===== src/rtl/debug_display_pkg.sv =====
// debug_display_pkg
//   Shared constants for the debug_display block: source-select codes, segment patterns for
//   the common-anode 7-segment display (active-low, bit order {g,f,e,d,c,b,a}), the hex font
//   and a helper for sizing the refresh prescaler.
package debug_display_pkg;

    // Source-select codes for the Sel input.
    localparam logic [1:0] SRC_PC = 2'd0;
    localparam logic [1:0] SRC_WB = 2'd1;
    localparam logic [1:0] SRC_HI = 2'd2;
    localparam logic [1:0] SRC_LO = 2'd3;

    localparam int unsigned NUM_DIGITS = 8;

    // Segment patterns, active-low {g,f,e,d,c,b,a}.
    localparam logic [6:0] SEG_BLANK = 7'b1111111;
    localparam logic [6:0] SEG_ZERO  = 7'b1000000;

    // Anode pattern with digit 0 selected (scan index 0).
    localparam logic [7:0] AN_DIGIT0 = 8'b1111_1110;

    // Standard hex font; lower-case b and d keep them distinct from 8 and 0.
    function automatic logic [6:0] hex_font(input logic [3:0] nibble);
        logic [6:0] seg;
        case (nibble)
            4'h0:    seg = 7'b1000000;
            4'h1:    seg = 7'b1111001;
            4'h2:    seg = 7'b0100100;
            4'h3:    seg = 7'b0110000;
            4'h4:    seg = 7'b0011001;
            4'h5:    seg = 7'b0010010;
            4'h6:    seg = 7'b0000010;
            4'h7:    seg = 7'b1111000;
            4'h8:    seg = 7'b0000000;
            4'h9:    seg = 7'b0010000;
            4'hA:    seg = 7'b0001000;
            4'hB:    seg = 7'b0000011;
            4'hC:    seg = 7'b1000110;
            4'hD:    seg = 7'b0100001;
            4'hE:    seg = 7'b0000110;
            default: seg = 7'b0001110;
        endcase
        return seg;
    endfunction

    // Prescaler width: $clog2 of the divider, never less than one bit.
    function automatic int unsigned cnt_width(input int unsigned div);
        return (div > 1) ? $clog2(div) : 1;
    endfunction

endpackage


===== src/rtl/debug_display_hex_to_seg7.sv =====
// hex_to_seg7
//   Combinational hex-digit to 7-segment decoder with a blank override.
//   Ports:
//     nibble  in  4  hex value to display
//     blank   in  1  high forces all segments off
//     seg     out 7  active-low segments {g,f,e,d,c,b,a}
module hex_to_seg7
    import debug_display_pkg::*;
(
    input  logic [3:0] nibble,
    input  logic       blank,
    output logic [6:0] seg
);

    always_comb begin
        seg = hex_font(nibble);
        if (blank) begin
            seg = SEG_BLANK;
        end
    end

endmodule


===== src/rtl/debug_display.sv =====
// debug_display
//   Time-multiplexed hex readout of one 32-bit pipeline debug tap on an 8-digit
//   common-anode 7-segment display. The selected source is captured into a snapshot only at
//   frame boundaries, so all eight digits of one scan always come from the same value.
//   Ports:
//     Clk                    in  1   system clock (shared with the pipeline)
//     Reset                  in  1   asynchronous, active-high
//     Debug_Program_Counter  in  32  source 0
//     Debug_Write_Register   in  32  source 1
//     Debug_HI               in  32  source 2
//     Debug_LO               in  32  source 3
//     Sel                    in  2   source select
//     Freeze                 in  1   high blocks snapshot loads at frame boundaries
//     An                     out 8   anode enables, active-low, bit k = digit k (0 rightmost)
//     Seg                    out 7   segments {g,f,e,d,c,b,a}, active-low
//     Dp                     out 1   decimal point, active-low (lit on digit 0 while frozen)
module debug_display
    import debug_display_pkg::*;
#(
    parameter int unsigned REFRESH_DIV   = 100000,
    parameter bit          BLANK_LEADING = 1'b0
) (
    input  logic        Clk,
    input  logic        Reset,
    input  logic [31:0] Debug_Program_Counter,
    input  logic [31:0] Debug_Write_Register,
    input  logic [31:0] Debug_HI,
    input  logic [31:0] Debug_LO,
    input  logic [1:0]  Sel,
    input  logic        Freeze,
    output logic [7:0]  An,
    output logic [6:0]  Seg,
    output logic        Dp
);

    localparam int unsigned CW = cnt_width(REFRESH_DIV);
    localparam logic [CW-1:0] CNT_LAST = CW'(REFRESH_DIV - 1);

    logic [CW-1:0] presc_q;
    logic          tick;
    logic [2:0]    index_q;
    logic          frame_end;
    logic [31:0]   snapshot_q;
    logic          freeze_q;
    logic [31:0]   source;

    // ---------------------------------------------------------------------------------------
    // Refresh prescaler: one tick per digit slot.
    // ---------------------------------------------------------------------------------------
    assign tick = (presc_q == CNT_LAST);

    always_ff @(posedge Clk or posedge Reset) begin
        if (Reset) begin
            presc_q <= '0;
        end else if (tick) begin
            presc_q <= '0;
        end else begin
            presc_q <= presc_q + 1'b1;
        end
    end

    // ---------------------------------------------------------------------------------------
    // Digit scan index; wraps 7 -> 0 naturally in 3 bits.
    // ---------------------------------------------------------------------------------------
    assign frame_end = tick && (index_q == 3'd7);

    always_ff @(posedge Clk or posedge Reset) begin
        if (Reset) begin
            index_q <= 3'd0;
        end else if (tick) begin
            index_q <= index_q + 3'd1;
        end
    end

    // ---------------------------------------------------------------------------------------
    // Source mux and frame-aligned snapshot / freeze flag.
    // ---------------------------------------------------------------------------------------
    always_comb begin
        source = Debug_Program_Counter;
        case (Sel)
            SRC_PC:  source = Debug_Program_Counter;
            SRC_WB:  source = Debug_Write_Register;
            SRC_HI:  source = Debug_HI;
            SRC_LO:  source = Debug_LO;
            default: source = Debug_Program_Counter;
        endcase
    end

    always_ff @(posedge Clk or posedge Reset) begin
        if (Reset) begin
            snapshot_q <= '0;
            freeze_q   <= 1'b0;
        end else if (frame_end) begin
            freeze_q <= Freeze;
            if (!Freeze) begin
                snapshot_q <= source;
            end
        end
    end

    // ---------------------------------------------------------------------------------------
    // Digit decode. upper_zero[k] is set when nibbles k..7 are all zero, which is exactly the
    // leading-zero condition for digit k.
    // ---------------------------------------------------------------------------------------
    logic [7:0] upper_zero;

    for (genvar k = 0; k < NUM_DIGITS; k++) begin : g_upper_zero
        assign upper_zero[k] = ~|snapshot_q[31:4*k];
    end

    logic [3:0] nibble;
    logic       blank;
    logic [6:0] seg_next;
    logic [7:0] an_next;
    logic       dp_next;

    assign nibble = snapshot_q[{index_q, 2'b00} +: 4];
    // Digit 0 is never blanked so a zero value still shows a single 0.
    assign blank  = BLANK_LEADING && (index_q != 3'd0) && upper_zero[index_q];

    hex_to_seg7 u_hex_to_seg7 (
        .nibble (nibble),
        .blank  (blank),
        .seg    (seg_next)
    );

    assign an_next = ~(8'd1 << index_q);
    assign dp_next = ~(freeze_q && (index_q == 3'd0));

    // ---------------------------------------------------------------------------------------
    // Registered outputs: one cycle behind the scan index and snapshot.
    // ---------------------------------------------------------------------------------------
    always_ff @(posedge Clk or posedge Reset) begin
        if (Reset) begin
            An  <= AN_DIGIT0;
            Seg <= SEG_ZERO;
            Dp  <= 1'b1;
        end else begin
            An  <= an_next;
            Seg <= seg_next;
            Dp  <= dp_next;
        end
    end

endmodule


===== config.mk =====
export PLATFORM = sky130hd
export DESIGN_NAME = debug_display
export DESIGN_NICKNAME = d
export VERILOG_FILES = /design/src/rtl/debug_display_pkg.sv /design/src/rtl/debug_display_hex_to_seg7.sv /design/src/rtl/debug_display.sv
export SDC_FILE = /design/constraint.sdc
export NUM_CORES = 1
export LEC_CHECK = 0
export ABC_AREA = 1
export CAP_MARGIN = 20
export CORE_UTILIZATION = 50
export DETAILED_ROUTE_END_ITERATION = 8
export GPL_TIMING_DRIVEN = 1
export PLACE_DENSITY = 0.94
export SLEW_MARGIN = 20
export SYNTH_ARGS = -nofsm -noshare
export SYNTH_HDL_FRONTEND = slang
export SYNTH_SLANG_ARGS = --single-unit

===== constraint.sdc =====
create_clock -name Clk -period 3.7 [get_ports Clk]
set_clock_uncertainty 0.05 [all_clocks]
set_input_delay 0.555 -clock Clk [delete_from_list [all_inputs] [get_ports Clk]]
set_output_delay 0.555 -clock Clk [all_outputs]
set_load 0.005 [all_outputs]

==> impl_metrics.py, run 1 <==
metrics = {
    "run_status": {
        "status": "completed",
    },
    "place": {
        "dpl.cell_count": 854,
        "place_congestion": 0.878,
        "portBuffers": 148,
        "placed_area_um2": 5800,
        "dp_hpwl_mm": 9.19,
    },
    "clock_tree": {
        "path_clk_slew_ps": 70,
        "cts_tree": "yes",
        "cts_resized": 0,
        "h-tree-depth": 3,
        "clockBufferDepth": 2,
        "cts_setup_buffers": 0,
        "clock_latency_ps": 360,
        "numCtsBuffers": 9,
        "hold_buffers": 0,
        "cts_root_buf": "clkbuf_8",
        "clock-sinks": 69,
    },
    "global_route": {
        "overflow": 0,
        "busiest_layer": "met2",
        "grt_start_max_net_pins": 38,
        "antenna_found_initial": 0,
        "grt_pass1_vias": 4303,
        "met2_usage_pct": 46.2,
        "track_usage_pct": 28.0,
        "grt_use_met1_pct": 35.4,
        "grt_pass1_wl_mm": 19.5,
        "grt_util_met3_pct": 4.91,
    },
    "synth": {
        "syn-num-nets": 765,
        "yosysWarningCount": 0,
        "yosysTopAreaCell": "dfrtp_1",
        "syn_area_per_cell_um2": 6.91,
        "seq_area_frac_synth_pct": 40.6,
        "synth.area.top_cells": "dfrtp_1 (35%), nand2_1 (26%), nand4_1 (5.5%)",
        "ys_types": 29,
        "synth_area_um2": 4280,
        "synth_top_area_share_pct": 35.0,
        "synth_seq_cells": 69,
        "syn_inst": 620,
    },
    "sta": {
        "final-hold-violation-count": 0,
        "finalSetupViolCount": 0,
        "drv_slew": 0,
        "grt_setup_unrepaired": "false",
        "finalCriticalPeriod_ps": 2420,
        "worst_slew_pin_slew_ps": 925,
        "setup_tns_ps": 0,
        "finalCritPeriodShare_pct": 65.5,
        "slew_headroom_pct": 38.2,
        "fmax_mhz": 412,
    },
    "power": {
        "power_mw": 1.80,
        "p_per_area_nw_per_um2": 300,
        "ir_drop_v": 0.000133,
        "leakagePower_nw": 2.96,
    },
    "final_layout": {
        "layout-drive-gt1-share_pct": 7.06,
        "fill_cells": 612,
        "utilization_pct": 72.7,
        "area_growth_pct": 40.2,
        "stdcell_area_um2": 6000,
        "finalNonFillerCells": 870,
        "diodes": 0,
        "final_nets": 905,
    },
    "drt": {
        "wl_per_cell_um": 13.6,
        "firstDrtPassIters": 5,
        "vias": 4544,
        "wl_mm": 11.8,
        "final_antenna_net_count": 0,
        "drc": 0,
        "drtIter0Drc": 227,
        "routed_via_density": 5.22,
    },
    "floorplan": {
        "die_w_um": 94.6,
        "die_area_um2": 8940,
        "core-area_um2": 8260,
        "start_util_pct": 51.9,
        "ioPinCount": 149,
        "rows": 33,
        "die_h_um": 94.6,
    },
    "setup_path": {
        "crit_fanout": 19,
        "worst_setup_path_start_kind": "flop",
        "crit_arrival_ps": 2620,
        "required_ps": 3900,
        "cp-end-kind": "flop",
        "critPathKind": "reg2reg",
    },
    "min_path": {
        "hold_path.class": "reg2reg",
    },
    "run": {
        "cap_violations": 0,
    },
}
worst paths after layout:
| check | startpoint | to | slack, ps | depth (start not counted) |
|---|---|---|---|---|
| setup / recovery | index_q[0] | Seg[3] | 1280 | 12 |
| hold / removal | freeze_q | Dp | 410 | 1 |
| setup reg to reg | index_q[0] | Seg[3] | 1280 | 12 |
| hold reg to reg | freeze_q | Dp | 410 | 1 |
| max in group asynchronous | Reset | An[2] | 2080 | 3 |
| min in group asynchronous | Reset | Seg[2] | 570 | 2 |
worst max-delay path: stages (launching register included):
cell     delay (ps)
dfrtp_1         750
inv_2           310
nand2_1         120
nand2_1          50
nand2_1          50
nand3_1          60
nand2_1         220
inv_1           110
ha_1            220
nand3_1         140
nand2_1         110
nand2_1          60
nand2_1          50
through the flow:
step	hold WS (ps)	setup WS (ps)
5_1_grt	430	1050
4_1_cts	407	1330
3_5_place_dp	398	1260
6_report	405	1280
3_3_place_gp	372	1350
2_1_floorplan	347	1370
cell families after synthesis:
| kind of cell | after synthesis | synth area share (%) |
|---|---|---|
| XOR/XNOR | 10 | 2.04 |
| buffers and inverters | 82 | 8.44 |
| AO/OA/AOI/OAI | 14 | 1.81 |
| adder cells (fa/ha/maj) | 12 | 3.50 |
| flip-flops | 69 | 40.6 |
| AND/OR/NAND/NOR | 433 | 43.6 |
routing by layer:
metal | part of all wire (%) | vias up
met1 | 42 | 2077
met5 | 0 | -
met4 | 3.3 | 0
met3 | 6.8 | 36
li1 | - | 2216
met2 | 48 | 215
registers in the layout, indices dropped and copies added, names as in the netlist:
name	count
index_q	3
freeze_q	1
Dp	1
presc_q	17
An	8
snapshot_q	32
Seg	7
power by group:
part / switching (mW) / internal, mW / leakage, nW
clock network: 0.282 / 0.376 / 0.107
logic: 0.145 / 0.192 / 1.97
registers: 0.0168 / 0.790 / 0.885
total: 0.444 / 1.36 / 2.96
cell usage in the layout (no fill, tap or decap):
master and count:
nand2_1 298, clkdlybuf4s50_1 148, dfrtp_1 60, inv_1 52, nand3_1 42, nand4_1 38
nor2_1 26, ha_1 12, nand2_2 11, dfstp_2 9, xor2_1 9, clkbuf_8 9
o21ai_0 7, nor3_1 7, inv_2 6, buf_4 5, nor2_2 4, a21oi_1 4
clkinv_2 3, nor2_4 2, bufinv_16 2, clkbuf_1 2, nand2_4 1, nand3b_4 1
nor3_4 1, o21ai_1 1, nand3b_1 1, nor4_1 1, o21bai_1 1, o211a_1 1
xnor2_1 1
Yosys cell counts:
cell,n
a21oi_1,4
buf_8,1
inv_1,53
nand2_2,11
buf_6,5
inv_2,5
xnor2_1,1
o21ai_1,1
buf_2,4
xor2_1,9
o21bai_1,1
dfrtp_1,60
o211a_1,1
nor2_4,2
o21ai_0,7
dfstp_2,9
nor4_1,1
nand2_4,1
nand3b_4,1
nand4_1,38
nor2_1,29
ha_1,12
clkbuf_1,14
nand3_1,42
nor3_1,7
nand2_1,298
nand3b_1,1
nor3_4,1
nor2_2,1
layout make-up:
| cell class | instances | area [um^2] | share of cell area (%) |
|---|---|---|---|
| well taps | 105 | 131 | 2.19 |
| repair buffers | 153 | 1520 | 25.3 |
| inverters | 58 | 218 | 3.63 |
| clock buffers | 11 | 131 | 2.19 |
| clock inverters | 5 | 75.1 | 1.25 |
| multi-input cells | 469 | 2190 | 36.5 |
| flip-flops and latches | 69 | 1740 | 28.9 |
Note: power is estimated with default switching activity, not from simulation.
==> run 2, diff against run 1 <==
- CORE_UTILIZATION: 50 -> 46
- PLACE_DENSITY: 0.94 -> 0.88
- clock period: 3.7 -> 2.5 ns (I/O delays scaled with it)
==> run 2 against run 1 <==
Against the previous run: the run now ends with design-rule violations left; critical endpoint unchanged; global-route usage shrank 1.6 points; non-clock buffer count up 2; combinational power increased by 50%; highest routed layer unchanged.
==> impl_metrics.py, run 2 (synthesis gave the netlist of run 1 again) <==
metrics = {
    "run_status": {
        "status": "finished with violations",
        "violations": "design-rule violations",
    },
    "power": {
        "power_frac_comb_pct": 19.3,
        "power_frac_clock_pct": 35.0,
        "p_per_area_nw_per_um2": 433,
        "swShare_pct": 25.7,
        "ir_drop_v": 0.000247,
        "p_sw_mw": 0.671,
        "leakagePower_nw": 2.97,
        "pwr-share-seq_pct": 45.7,
        "power_mw": 2.61,
        "p_int_mw": 1.94,
    },
    "global_route": {
        "grt_pass1_wl_mm": 20.5,
        "antenna_found_initial": 0,
        "overflow": 0,
        "grt_pass1_vias": 4577,
        "track_usage_pct": 26.4,
        "grt_start_max_net_pins": 70,
    },
    "final_layout": {
        "layout_commonest_cell": "nand2_1",
        "top_register": "snapshot_q",
        "area_growth_pct": 40.7,
        "multi_input_area_um2": 2190,
        "layout-drive-gt1-share_pct": 7.56,
        "final_nets": 907,
        "diodes": 0,
        "stdcell_area_um2": 6030,
        "final_cell_mix": "nand2_1 (298), clkdlybuf4s50_1 (148), dfrtp_1 (60)",
        "fill_cells": 711,
        "final-seq-area_um2": 1740,
        "largest_reg_flops": 32,
        "reg.largest.list": "snapshot_q: 32 flops, presc_q: 17 flops, An: 8 flops",
    },
    "clock_tree": {
        "clockBufferDepth": 2,
        "clock_latency_ps": 360,
        "numCtsBuffers": 9,
        "h-tree-depth": 3,
        "cts_root_buf": "clkbuf_8",
        "hold_buffers": 0,
        "cts_resized": 0,
        "cts_setup_buffers": 0,
        "clock-sinks": 69,
        "path_clk_slew_ps": 70,
        "cts_tree": "yes",
    },
    "sta": {
        "slew_headroom_pct": 73.4,
        "grt_setup_unrepaired": "false",
        "finalSetupViolCount": 0,
        "drv_slew": 0,
        "finalCritPeriodShare_pct": 81.7,
        "finalCriticalPeriod_ps": 2040,
        "worst_slew_pin_slew_ps": 396,
        "setup_tns_ps": 0,
        "final-hold-violation-count": 0,
        "fmax_mhz": 490,
    },
    "drt": {
        "wl_per_cell_um": 13.6,
        "firstDrtPassIters": 9,
        "wl_mm": 11.9,
        "vias": 4505,
        "drc": 4,
        "final_antenna_net_count": 0,
        "drtIter0Drc": 333,
        "routed_via_density": 5.15,
    },
    "floorplan": {
        "core-area_um2": 8850,
        "die_area_um2": 9700,
        "die_w_um": 98.5,
        "start_util_pct": 48.4,
        "rows": 34,
        "ioPinCount": 149,
        "die_h_um": 98.5,
    },
    "setup_path": {
        "crit_arrival_ps": 2240,
        "cp-end-kind": "flop",
        "critPathKind": "reg2reg",
        "required_ps": 2700,
        "crit_fanout": 12,
        "worst_setup_path_start_kind": "flop",
    },
    "place": {
        "place_congestion": 0.988,
        "placed_area_um2": 5830,
        "portBuffers": 148,
        "dp_hpwl_mm": 9.30,
    },
    "min_path": {
        "hold_path.class": "in2async",
    },
    "run": {
        "cap_violations": 0,
    },
}
-- run 2: final cells by class --
class / instances / area share (%)
tap: 108 / 2.24
timing repair buffer: 155 / 25.6
multi-input combinational: 469 / 36.4
clock inverter: 6 / 1.04
inverter: 58 / 3.61
clock buffer: 10 / 2.28
sequential: 69 / 28.8
-- run 2: critical path, stage by stage, from the launching register on --
cell and delay, ps:
dfrtp_1 520, inv_1 340, nand3_1 120, nand2_1 210
inv_1 100, ha_1 230, nand3_1 150, nand2_1 90
nand2_1 60, nand2_1 50
-- run 2: path summary, 6_finish.rpt --
path | to | slack (ps) | cells after the start | start
max | Seg[3] | 460 | 9 | index_q[2]
min | Seg[2] | 350 | 3 | Reset
max reg2reg | Seg[3] | 460 | 9 | index_q[2]
min reg2reg | Dp | 400 | 1 | freeze_q
max in group asynchronous | Seg[6] | 1690 | 3 | Reset
min in group Clk | Dp | 400 | 1 | freeze_q
-- run 2: power groups by stage --
| stage | clock (mW) | sequential [mW] | combinational [mW] |
|---|---|---|---|
| floorplan | 0 | 1.21 | 0.199 |
| global placement | 0 | 1.21 | 0.493 |
| detailed placement | 0 | 1.21 | 0.503 |
| CTS | 0.918 | 1.19 | 0.506 |
| global route | 0.989 | 1.20 | 0.559 |
| finish | 0.914 | 1.19 | 0.505 |
-- run 2: per-layer routing --
metal	vias to the layer above	wire length [um]	track usage [%]
li1	2227	-	-
met1	2049	4780	31.7
met2	198	5980	46.3
met3	31	761	5.18
met4	0	353	11.5
met5	-	0	0
-- run 2: metrics by stage --
step	std cells	hold slack (ps)	worst slack (ps)	utilization, %
after floorplan	620	347	350	-
after global placement	859	373	538	65.9
after detailed placement	859	377	499	65.9
after CTS	875	389	471	68.1
after global routing	875	409	225	68.1
final	875	347	458	68.1
==> run 3, diff against run 2 <==
- CORE_UTILIZATION: 46 -> 42
- PLACE_DENSITY: 0.88 -> 0.85
- clock period: 2.5 -> 1.8 ns (I/O delays scaled with it)
==> run 3 against run 2 <==
Against the previous run: the flow now finishes without violations; non-clock buffer count increased by 24; via count increased by 4.3%; clock power increased by 17%; first-iteration DRC count decreased by 11%; design area increased by 7.2%; core utilization decreased by 2.3 points; sequential power increased by 39%; register-to-register slack got worse by 430 ps; setup slack got worse by 430 ps; global-route usage decreased by 1.9 points; sequential share of layout area decreased by 1.9 points; largest cell class unchanged; largest power group unchanged; highest routed layer unchanged.
==> impl_metrics.py, run 3 (synthesis gave the netlist of run 1 again) <==
metrics = {
    "setup_path": {
        "worst_setup_path_start_kind": "flop",
        "crit_arrival_ps": 2000,
        "crit_fanout": 6,
        "critPathKind": "reg2reg",
        "cp-end-kind": "flop",
        "required_ps": 2030,
    },
    "drt": {
        "firstDrtPassIters": 5,
        "wl_per_cell_um": 13.7,
        "drc": 0,
        "drtIter0Drc": 297,
        "routed_via_density": 5.08,
        "final_antenna_net_count": 0,
        "vias": 4700,
        "wl_mm": 12.7,
    },
    "global_route": {
        "track_usage_pct": 24.5,
        "antenna_found_initial": 0,
        "grt_pass1_vias": 4465,
        "overflow": 0,
        "grt_pass1_wl_mm": 20.1,
        "grt_start_max_net_pins": 37,
    },
    "final_layout": {
        "finalNonFillerCells": 925,
        "final-seq-area_um2": 1740,
        "final_cell_mix": "nand2_1 (292), clkdlybuf4s50_1 (148), dfrtp_1 (58)",
        "largest_reg_flops": 32,
        "stdcell_area_um2": 6460,
        "multi_input_area_um2": 2300,
        "area_growth_pct": 50.8,
        "layout_commonest_cell": "nand2_1",
        "final_nets": 931,
        "layout-drive-gt1-share_pct": 13.1,
        "utilization_pct": 65.8,
        "top_register": "snapshot_q",
        "fill_cells": 859,
        "reg.largest.list": "snapshot_q: 32 flops, presc_q: 17 flops, An: 8 flops",
    },
    "sta": {
        "worst_slew_pin_slew_ps": 458,
        "drv_slew": 0,
        "finalCritPeriodShare_pct": 98.4,
        "slew_headroom_pct": 69.2,
        "finalSetupViolCount": 0,
        "final-hold-violation-count": 0,
        "setup_tns_ps": 0,
        "fmax_mhz": 565,
        "grt_setup_unrepaired": "true",
        "finalCriticalPeriod_ps": 1770,
    },
    "min_path": {
        "hold_path.class": "in2async",
    },
    "clock_tree": {
        "h-tree-depth": 3,
        "clock_latency_ps": 340,
        "cts_tree": "yes",
        "clockBufferDepth": 2,
        "clock-sinks": 69,
        "numCtsBuffers": 9,
        "cts_root_buf": "clkbuf_8",
        "path_clk_slew_ps": 70,
        "hold_buffers": 0,
    },
    "floorplan": {
        "ioPinCount": 149,
        "start_util_pct": 43.6,
        "die_area_um2": 10600,
        "core-area_um2": 9820,
        "rows": 36,
        "die_h_um": 103,
        "die_w_um": 103,
    },
    "place": {
        "dpl.cell_count": 900,
        "dp_hpwl_mm": 9.81,
        "placed_area_um2": 6070,
        "place_congestion": 0.925,
        "portBuffers": 148,
    },
    "power": {
        "leakagePower_nw": 3.11,
        "p_per_area_nw_per_um2": 539,
        "ir_drop_v": 0.000326,
    },
    "run": {
        "cap_violations": 0,
    },
    "run_status": {
        "status": "completed",
    },
}
run 3: area by class of cell:
cell class / instances / area share, %
Multi-Input combinational cell: 469 / 35.7
Timing Repair Buffer: 179 / 28.8
Sequential cell: 69 / 26.9
Inverter: 58 / 3.50
Tap cell: 133 / 2.58
Clock buffer: 14 / 2.36
Clock inverter: 2 / 0.155
Antenna cell: 1 / 0.0387
run 3: repair_timing:
item | in CTS | in global routing
pin swaps | 0 | 3
endpoints found under the setup margin | 4 | 39
gates cloned | 0 | 1
buffers inserted | 0 | 7
resized for setup | 4 | 36
run 3: critical path: stages (launching register included):
cell,delay (ps)
dfrtp_2,450
clkinv_4,100
buf_12,140
nand2_1,60
nand3_1,100
nand3_2,120
nand2_4,110
inv_2,90
ha_2,200
nand3_2,90
nand2_1,90
nand2_1,60
nand2_1,60
run 3: per-layer routing:
layer	track usage, %	vias to the layer above	part of all wire [%]
li1	-	2276	-
met1	30.4	2194	42
met2	42.5	199	51
met3	3.73	31	5.1
met4	10.1	0	2.5
met5	0	-	0
run 3: path summary, 6_finish.rpt:
path	startpoint	to	slack, ps	depth (start not counted)
min in group Clk	presc_q[0]	presc_q[0]	410	1
worst max-delay path	index_q[0]	Seg[6]	30	12
worst max register to register	index_q[0]	Seg[6]	30	12
worst min register to register	presc_q[0]	presc_q[0]	410	1
max in group asynchronous	Reset	Seg[6]	1020	3
worst min-delay path	Reset	presc_q[7]	190	2
run 3: through the flow:
| step | hold slack [ps] | setup WS (ps) | power (mW) |
|---|---|---|---|
| after floorplan | 347 | 14.1 | 1.96 |
| after global placement | 381 | 79.6 | 2.39 |
| after detailed placement | 398 | 9.50 | 2.41 |
| after CTS | 179 | 23.1 | 3.48 |
| after global routing | 194 | -69.2 | 3.66 |
| final | 188 | 29.0 | 3.48 |
run 3: power by group:
group | switching, mW | internal [mW]
clock network | 0.534 | 0.536
logic | 0.319 | 0.431
registers | 0.0361 | 1.62
